File: src/rtl/instr_mem_loader_pkg.sv
`default_nettype none
// ---------------------------------------------------------------------------
// Module  : instr_mem_loader_pkg
// Purpose : Opcodes, instruction field positions and loader FSM states.
// Revision: 1.0 - initial release
// ---------------------------------------------------------------------------
package instr_mem_loader_pkg;

  localparam logic [3:0] OP_LOAD  = 4'b0000;
  localparam logic [3:0] OP_STORE = 4'b0001;
  localparam logic [3:0] OP_JUMP  = 4'b0010;
  localparam logic [3:0] OP_BEQ   = 4'b0100;
  localparam logic [3:0] OP_RTYPE = 4'b1000;

  localparam int OP_LSB   = 12;
  localparam int RS_LSB   = 9;
  localparam int RT_LSB   = 6;
  localparam int RD_LSB   = 3;
  localparam int FUNC_LSB = 0;
  localparam int IMM_LSB  = 0;

  typedef enum logic [1:0] {
    ST_IDLE = 2'd0,
    ST_LOAD = 2'd1,
    ST_HALT = 2'd2,
    ST_DONE = 2'd3
  } state_e;

  function automatic logic legal_op(input logic [3:0] op);
    case (op)
      OP_LOAD, OP_STORE, OP_JUMP, OP_BEQ, OP_RTYPE: legal_op = 1'b1;
      default:                                      legal_op = 1'b0;
    endcase
  endfunction

endpackage
`default_nettype wire

File: src/rtl/instr_mem_loader_encoder.sv
`default_nettype none
// ---------------------------------------------------------------------------
// Module  : instr_encoder
// Purpose : Packs decoded fields into a 16-bit instruction word.
// Revision: 1.0 - initial release
// ---------------------------------------------------------------------------
module instr_encoder
  import instr_mem_loader_pkg::*;
(
  input  logic [3:0]  op,
  input  logic [2:0]  rs,
  input  logic [2:0]  rt,
  input  logic [2:0]  rd,
  input  logic [2:0]  func,
  input  logic [11:0] imm,
  output logic [15:0] word,
  output logic        legal
);

  always_comb begin
    word = '0;
    word[OP_LSB +: 4] = op;
    case (op)
      OP_RTYPE: begin
        word[RS_LSB +: 3]   = rs;
        word[RT_LSB +: 3]   = rt;
        word[RD_LSB +: 3]   = rd;
        word[FUNC_LSB +: 3] = func;
      end
      OP_JUMP: begin
        word[IMM_LSB +: 12] = imm;
      end
      default: begin
        // I-type layout; only the low six immediate bits fit
        word[RS_LSB +: 3]  = rs;
        word[RT_LSB +: 3]  = rt;
        word[IMM_LSB +: 6] = imm[5:0];
      end
    endcase
    legal = legal_op(op);
  end

endmodule
`default_nettype wire

File: src/rtl/instr_mem_loader.sv
`default_nettype none
// ---------------------------------------------------------------------------
// Module  : instr_mem_loader
// Purpose : Writes host-supplied instructions to memory, appends a halt word
//           and releases the CPU.
// Revision: 1.0 - initial release
// ---------------------------------------------------------------------------
module instr_mem_loader
  import instr_mem_loader_pkg::*;
#(
  parameter  int DEPTH = 64,
  localparam int AW    = $clog2(DEPTH)
) (
  input  logic          clk,
  input  logic          rst,
  input  logic          load_start,
  input  logic          in_valid,
  output logic          in_ready,
  input  logic          in_last,
  input  logic [3:0]    in_op,
  input  logic [2:0]    in_rs,
  input  logic [2:0]    in_rt,
  input  logic [2:0]    in_rd,
  input  logic [2:0]    in_func,
  input  logic [11:0]   in_imm,
  output logic          mem_we,
  output logic [AW-1:0] mem_addr,
  output logic [15:0]   mem_wdata,
  output logic [AW:0]   word_count,
  output logic          cpu_start,
  output logic          err_illegal,
  output logic          err_full
);

  localparam logic [1:0]  S_IDLE    = 2'(ST_IDLE);
  localparam logic [1:0]  S_LOAD    = 2'(ST_LOAD);
  localparam logic [1:0]  S_HALT    = 2'(ST_HALT);
  localparam logic [1:0]  S_DONE    = 2'(ST_DONE);
  localparam logic [AW:0] C_DEPTH   = DEPTH[AW:0];

  logic [1:0]    state_q, state_d;
  logic [AW-1:0] addr_q, addr_d;
  logic [AW:0]   count_q, count_d;
  logic          mem_we_q, mem_we_d;
  logic [AW-1:0] mem_addr_q, mem_addr_d;
  logic [15:0]   mem_wdata_q, mem_wdata_d;
  logic          cpu_start_q, cpu_start_d;
  logic          err_illegal_q, err_illegal_d;
  logic          err_full_q, err_full_d;

  logic [15:0]   enc_word;
  logic          enc_legal;
  logic          accept;
  logic [AW:0]   count_inc;
  logic          fills_mem;
  logic [11:0]   addr_ext;

  instr_encoder u_encoder (
    .op    (in_op),
    .rs    (in_rs),
    .rt    (in_rt),
    .rd    (in_rd),
    .func  (in_func),
    .imm   (in_imm),
    .word  (enc_word),
    .legal (enc_legal)
  );

  always_comb begin
    in_ready  = (state_q == S_LOAD) && (count_q < C_DEPTH);
    accept    = in_valid && in_ready;
    count_inc = count_q + (AW+1)'(1);
    fills_mem = enc_legal && (count_inc == C_DEPTH);
    addr_ext  = 12'(addr_q);
  end

  always_comb begin
    state_d       = state_q;
    addr_d        = addr_q;
    count_d       = count_q;
    mem_we_d      = 1'b0;
    mem_addr_d    = mem_addr_q;
    mem_wdata_d   = mem_wdata_q;
    cpu_start_d   = 1'b0;
    err_illegal_d = err_illegal_q;
    err_full_d    = err_full_q;

    case (state_q)
      S_IDLE, S_DONE: begin
        if (load_start) begin
          addr_d        = '0;
          count_d       = '0;
          err_illegal_d = 1'b0;
          err_full_d    = 1'b0;
          state_d       = S_LOAD;
        end else if (state_q == S_DONE) begin
          cpu_start_d = 1'b1;
        end
      end
      S_LOAD: begin
        if (accept) begin
          if (enc_legal) begin
            mem_we_d    = 1'b1;
            mem_addr_d  = addr_q;
            mem_wdata_d = enc_word;
            addr_d      = addr_q + AW'(1);
            count_d     = count_inc;
          end else begin
            err_illegal_d = 1'b1;
          end
          // A dropped last beat still closes the program with a halt word
          if (in_last) begin
            state_d = fills_mem ? S_DONE : S_HALT;
          end else if (fills_mem) begin
            err_full_d = 1'b1;
            state_d    = S_DONE;
          end
        end
      end
      S_HALT: begin
        mem_we_d    = 1'b1;
        mem_addr_d  = addr_q;
        mem_wdata_d = {OP_JUMP, addr_ext};
        addr_d      = addr_q + AW'(1);
        count_d     = count_inc;
        state_d     = S_DONE;
      end
      default: state_d = S_IDLE;
    endcase
  end

  always_ff @(posedge clk or negedge rst) begin
    if (!rst) begin
      state_q       <= S_IDLE;
      addr_q        <= '0;
      count_q       <= '0;
      mem_we_q      <= 1'b0;
      mem_addr_q    <= '0;
      mem_wdata_q   <= '0;
      cpu_start_q   <= 1'b0;
      err_illegal_q <= 1'b0;
      err_full_q    <= 1'b0;
    end else begin
      state_q       <= state_d;
      addr_q        <= addr_d;
      count_q       <= count_d;
      mem_we_q      <= mem_we_d;
      mem_addr_q    <= mem_addr_d;
      mem_wdata_q   <= mem_wdata_d;
      cpu_start_q   <= cpu_start_d;
      err_illegal_q <= err_illegal_d;
      err_full_q    <= err_full_d;
    end
  end

  assign mem_we      = mem_we_q;
  assign mem_addr    = mem_addr_q;
  assign mem_wdata   = mem_wdata_q;
  assign word_count  = count_q;
  assign cpu_start   = cpu_start_q;
  assign err_illegal = err_illegal_q;
  assign err_full    = err_full_q;

endmodule
`default_nettype wire

File: config.mk
export PLATFORM = sky130hd
export DESIGN_NAME = instr_mem_loader
export DESIGN_NICKNAME = d
export VERILOG_FILES = /design/src/rtl/instr_mem_loader_pkg.sv /design/src/rtl/instr_mem_loader_encoder.sv /design/src/rtl/instr_mem_loader.sv
export SDC_FILE = /design/constraint.sdc
export NUM_CORES = 1
export LEC_CHECK = 0
export CORE_MARGIN = 4
export CORE_UTILIZATION = 42
export DETAILED_ROUTE_END_ITERATION = 7
export HOLD_SLACK_MARGIN = 0.03
export PLACE_DENSITY = 0.73
export RECOVER_POWER = 50
export SLEW_MARGIN = 40
export SYNTH_ARGS = -nofsm -noshare
export SYNTH_HDL_FRONTEND = slang
export SYNTH_SLANG_ARGS = --single-unit
File: constraint.sdc
create_clock -name clk -period 1.62 [get_ports clk]
set_input_delay 0.243 -clock clk [delete_from_list [all_inputs] [get_ports clk]]
set_output_delay 0.243 -clock clk [all_outputs]
set_load 0.02 [all_outputs]
# == Word level (Yosys, flattened, before mapping) ==
# Index checks and enable logic that the tools add are counted.
# op_classes
addsub,2
order_cmp,1
n_eq_ne,15
muxes,36
reduce_logical,14
# op_table
op,count
$mux 16,2
$pmux 16 s2,1
$mux 6,5
$pmux 12 s2,1
$mux 7,3
$pmux 7 s3,1
$pmux 6 s3,1
$mux 1,13
$ne 2x2->1 const B,6
$pmux 6 s2,1
$reduce_and 3->1,3
$mux 2,4
$add 7x1->7 const B,1
$eq 7x7->1 const B,1
$lt 7x7->1 const B,1
$add 6x1->6 const B,1
$pmux 1 s2,3
$pmux 2 s3,1
$reduce_and 5->1,1
$reduce_or 5->1,1
$eq 2x2->1 const B,2
$eq 4x1->1 const B,1
$eq 4x2->1 const B,1
$eq 4x3->1 const B,1
9 further kinds,12
# totals
reg_bits,41
input_bits,33
output_inout_bits,34

# == Logic depth before layout (Yosys ltp) ==
# Gate-level depths: netlist of run 1.
# depth
word_depth,8
ltp_mapped,9
mapped_depth_nobuf,7

# == Cells and area by module ==
# A second synthesis of run 1 with hierarchy kept.
# unflattened
hier_cells,209
hier_area_um2,2184.6
# modules_own_cells
mod,instances,cells_per_inst,area_per_inst_um2,seq_area_each_um2
instr_mem_loader,1,188,1948.1,1026.0
instr_encoder,1,21,236.5,0.0

# == Least setup slack after synthesis of run 1 ==
# No wires, ideal clock.
# synth_timing
path_kind,register to register
startpoint,"reg count_q[0], in the netlist word_count[0]"
endpoint,reg state_q[1]
arrival_ns,1.693
slack_ns,-0.174
path_stages_with_launch,7
synth_period_minus_slack_ns,1.794
cell_sequence,dfrtp_1 ha_1 and2_1 a21oi_1 o32ai_1 a41oi_1 o32ai_1
# synth_between
elab_chain_len,5
# synth_rtl
item,line,text
from (decl),instr_mem_loader.sv:43,"logic [AW:0] count_q, count_d;"
from (signal assigned),instr_mem_loader.sv:146,count_q <= count_d;
$add 7x1->7 / $lt 7x7->1 (equally long branches),"instr_mem_loader.sv:72, instr_mem_loader.sv:70",
$eq 7x7->1 / $logic_and 1x1->1 (equally long branches),"instr_mem_loader.sv:73, instr_mem_loader.sv:70",
"$logic_and 1x1->1, on equally long branches","instr_mem_loader.sv:73, instr_mem_loader.sv:71",
$ne 3x3->1 (no source line) / $ne 2x2->1 (equally long branches),n/a,
$reduce_and 3->1 (no source line) (*),n/a,
to (signal assigned),instr_mem_loader.sv:144,state_q <= state_d;
to (decl),instr_mem_loader.sv:41,"logic [1:0] state_q, state_d;"
# Every way passes the cells marked *; elsewhere a longest branch is shown, timed or not.
# A chain may end at the register's enable or synchronous reset.

# == Final worst setup path of run 1 ==
# layout_timing
startpoint,reg state_q[1]
endpoint,"reg count_q[6], in the netlist word_count[6]"
# layout_between
elab_chain_len,5
# layout_rtl
item,line,text
$eq 2x1->1,"instr_mem_loader.sv:70, instr_mem_loader.sv:88",
$logic_and 1x1->1,instr_mem_loader.sv:70,in_ready = (state_q == S_LOAD) && (count_q < C_DEPTH);
$logic_and 1x1->1,instr_mem_loader.sv:71,accept = in_valid && in_ready;
$ne 2x2->1 (no source line),n/a,
$reduce_and 3->1 (no source line),n/a,
# Parallel ways exist; a longest one is shown, timed or not.

==> results of run 1 <==
cells by family (layout without fill, tap and decap cells):
| logic type | after synthesis | after routing | share of synthesized area, % |
|---|---|---|---|
| buffers and inverters | 18 | 125 | 4.03 |
| AND/OR/NAND/NOR | 96 | 96 | 21.4 |
| multiplexers | 12 | 12 | 5.52 |
| adder cells (fa/ha/maj) | 8 | 8 | 4.54 |
| flip-flops | 41 | 41 | 47.2 |
| AO/OA/AOI/OAI | 60 | 60 | 17.0 |
| XOR/XNOR | 1 | 1 | 0.403 |
report_power, final:
part,switching (mW),internal [mW]
clock network,0.347,0.299
registers,0.297,1.41
logic,2.38,2.20
cell usage in the layout, fill, tap and decap left out, drive strengths merged:
master,instances
buf,43
o32ai,4
o31ai,10
and4b,1
inv,7
o211ai,1
dlygate4sd3,1
a21oi,15
a41oi,1
mux2i,12
nand4,2
nand2,52
ha,7
nand2b,1
maj3,1
a22o,2
dfrtp,41
nor4b,2
nor2,18
and2,2
o22a,1
or3,4
clkbuf,8
clkinv,2
nor2b,2
a21o,2
dlymetal6s2s,4
dlygate4sd2,7
and3,4
a31oi,1
clkdlybuf4s50,53
nand3,4
nand3b,3
xor2,1
nand4b,1
o21ai,23
flip-flops by register name (all words and copies together), names as in the netlist:
name,cells
addr_q,6
cpu_start,1
err_full,1
err_illegal,1
mem_addr,6
mem_wdata,16
mem_we,1
state_q,2
word_count,7
layer usage:
metal	up-vias	global-route usage [%]	share of wire, %
li1	1043	-	-
met1	1041	25.2	45
met2	82	31.8	48
met3	6	3.84	6.1
met4	0	4.90	0.81
met5	-	0	0
path summary, 6_finish.rpt:
check,end,slack (ns),depth (start not counted)
max,word_count[6]$_DFFE_PN0P_,-0.06,8
max reg2reg,word_count[6]$_DFFE_PN0P_,-0.06,8
min,mem_wdata[13]$_DFFE_PN0P_,0.37,4
max in group asynchronous,mem_wdata[14]$_DFFE_PN0P_,0.21,3
min reg2reg,mem_wdata[15]$_DFFE_PN0P_,0.48,2
min in group asynchronous,mem_wdata[2]$_DFFE_PN0P_,0.52,2
cell type report:
cell class              instances  area, um2
inverters                       7       28.8
repair buffers                110       1030
well taps                      67       83.8
clock inverters                 2       10.0
flip-flops and latches         41       1030
fillers                       376       1310
multi-input cells             177       1320
clock buffers                   6       72.6
synth_stat cells (all sizes together) (2+ instances only):
library cell	n	share of area (%)
nand3	4	0.92
nand4	2	0.57
o21ai	23	5.3
dfrtp	41	47
inv	7	1.2
ha	7	4.0
nor2b	2	0.57
nor2	18	3.1
nand2	52	9.0
or3	4	1.1
clkbuf	4	0.69
and2	2	0.57
a22o	2	0.81
and3	4	1.1
nand3b	3	1.0
a21o	2	0.69
buf	7	2.1
o32ai	4	1.6
nor4b	2	2.2
mux2i	12	5.5
a21oi	15	3.5
o31ai	10	3.5
per-stage QoR:
stage	worst slack [ns]	cell area, um2
after floorplan	0.0111	2210
after global placement	-0.310	3200
after detailed placement	-0.414	3200
after CTS	-0.0673	3350
after global routing	-0.196	3570
final	-0.0566	3570
timing repair:
action / 4_1_cts / 5_1_grt
endpoints found under the hold margin: 10 / 0
hold buffers: 1 / 0
buffers inserted: 2 / 3
gates cloned: 0 / 0
gates resized for setup: 22 / 65
setup endpoints to repair: 43 / 40
pin swaps: 8 / 17
tightest hold or removal path: cells and delay by family:
kind	cells	cell delay (ns)
and+or+nand+nor	1	0.05
AOI/OAI and AO/OA	1	0.06
buffers and inverters	2	0.28
==> flow_summary.json, run 1 <==
{
  "ios": 67,
  "drt-total-wl_um": 6150,
  "setup_viol": 4,
  "cts.reportedPaths.clkPinSlew_ns": 0.08,
  "cts_tree": "yes",
  "drt_iter0_markers": 79,
  "ys_warn_count": 0,
  "drtAntennaViolNets": 0,
  "ys_types": 34,
  "clock-sinks": 41,
  "critPathRequiredTime_ns": 1.83,
  "rsz0062_at_grt": "true",
  "violations": "negative setup slack",
  "critPathSlowestCell": "or3_1",
  "crit_arrival_ns": 1.89,
  "startpoint_type": "flip-flop",
  "drive_above_1_share_pct": 29.7,
  "drt_pass1_iterations": 4,
  "grt_pass1_vias": 2187,
  "core_area_um2": 4880,
  "start_util_pct": 44.6,
  "synthCells": 236,
  "num_vias": 2172,
  "p_per_area_nw_per_um2": 1940,
  "report.final.slew_viol_count": 0,
  "slew_headroom_pct": 53.4,
  "grt-ovfl-total": 0,
  "end_kind": "flip-flop",
  "synth_ff_type": "dfrtp_1",
  "synth_edf_count": 0,
  "status": "finished with violations",
  "fin_crit_sh_pct": 103,
  "crit_start": "state_q[1]$_DFFE_PN0P_",
  "clk_latency_ns": 0.29,
  "dp_cells": 396,
  "synthToLayoutAreaGrowth_pct": 64.1,
  "io_buffers": 66,
  "htree_levels": 2,
  "fin_ws_ns": -0.0566,
  "seq_area_frac_synth_pct": 47.2,
  "grt_pass1_wl_um": 9870,
  "fp.dieArea_um2": 6400,
  "vias_per_cell": 5.30,
  "reg2reg_from": "state_q[1]$_DFFE_PN0P_",
  "diodes": 0,
  "root_buffer": "clkbuf_8",
  "crit_type": "reg -> reg",
  "finClkSkew_ns": 0.00654,
  "timing.hold.ws_ns": 0.373,
  "min_path_type": "in -> reg",
  "place_congestion": 0.855,
  "syn_nets": 276,
  "max_freq_mhz": 596,
  "hold_violations": 0,
  "clk_path_buf_depth": 2,
  "grt_use_total_pct": 19.1,
  "ys_ff_latch": 41,
  "path_cells": "inv_2 > buf_6 > ha_4 > inv_4 > a21oi_4 > nand2_4 > or3_1 > o21ai_1",
  "finalPower_mw": 6.93,
  "avgSynthCellArea_um2": 9.22,
  "hpwl_um": 4280,
  "antenna_found_initial": 0,
  "nets": 382,
  "critPathMaxFanout": 7,
  "path_buf_inv": 3,
  "peakVddDrop_mv": 1.09,
  "finalNonFillerCells": 410,
  "synth.cell_area_um2": 2180,
  "worst_slew_pin_slew_ns": 0.700,
  "chipHeight_um": 80.0,
  "wl_per_cell_um": 15.0,
  "ys_async_sr_fraction_pct": 100,
  "cp_top_family": "simple AND/OR/NAND/NOR gates",
  "cts_buffers": 5,
  "finalSetupTns_ns": -0.166,
  "grt_start_max_net_pins": 23,
  "leakagePower_nw": 1.63,
  "rows": 25,
  "min-delay-start": "in_op[1]",
  "fin_crit_ns": 1.68,
  "cpPeakStageDelay_ns": 0.38,
  "max_cap_violations": 0,
  "drc": 0,
  "fp.dieW_um": 80.0,
  "utilization_pct": 73.2
}
Power figures use the tool's default switching activity.
==> run 2: changes to the inputs <==
Settings changed: ABC_AREA set to 0.
==> results of run 2 <==
No change in the layout: final DEF, timing and power equal those of run 1.
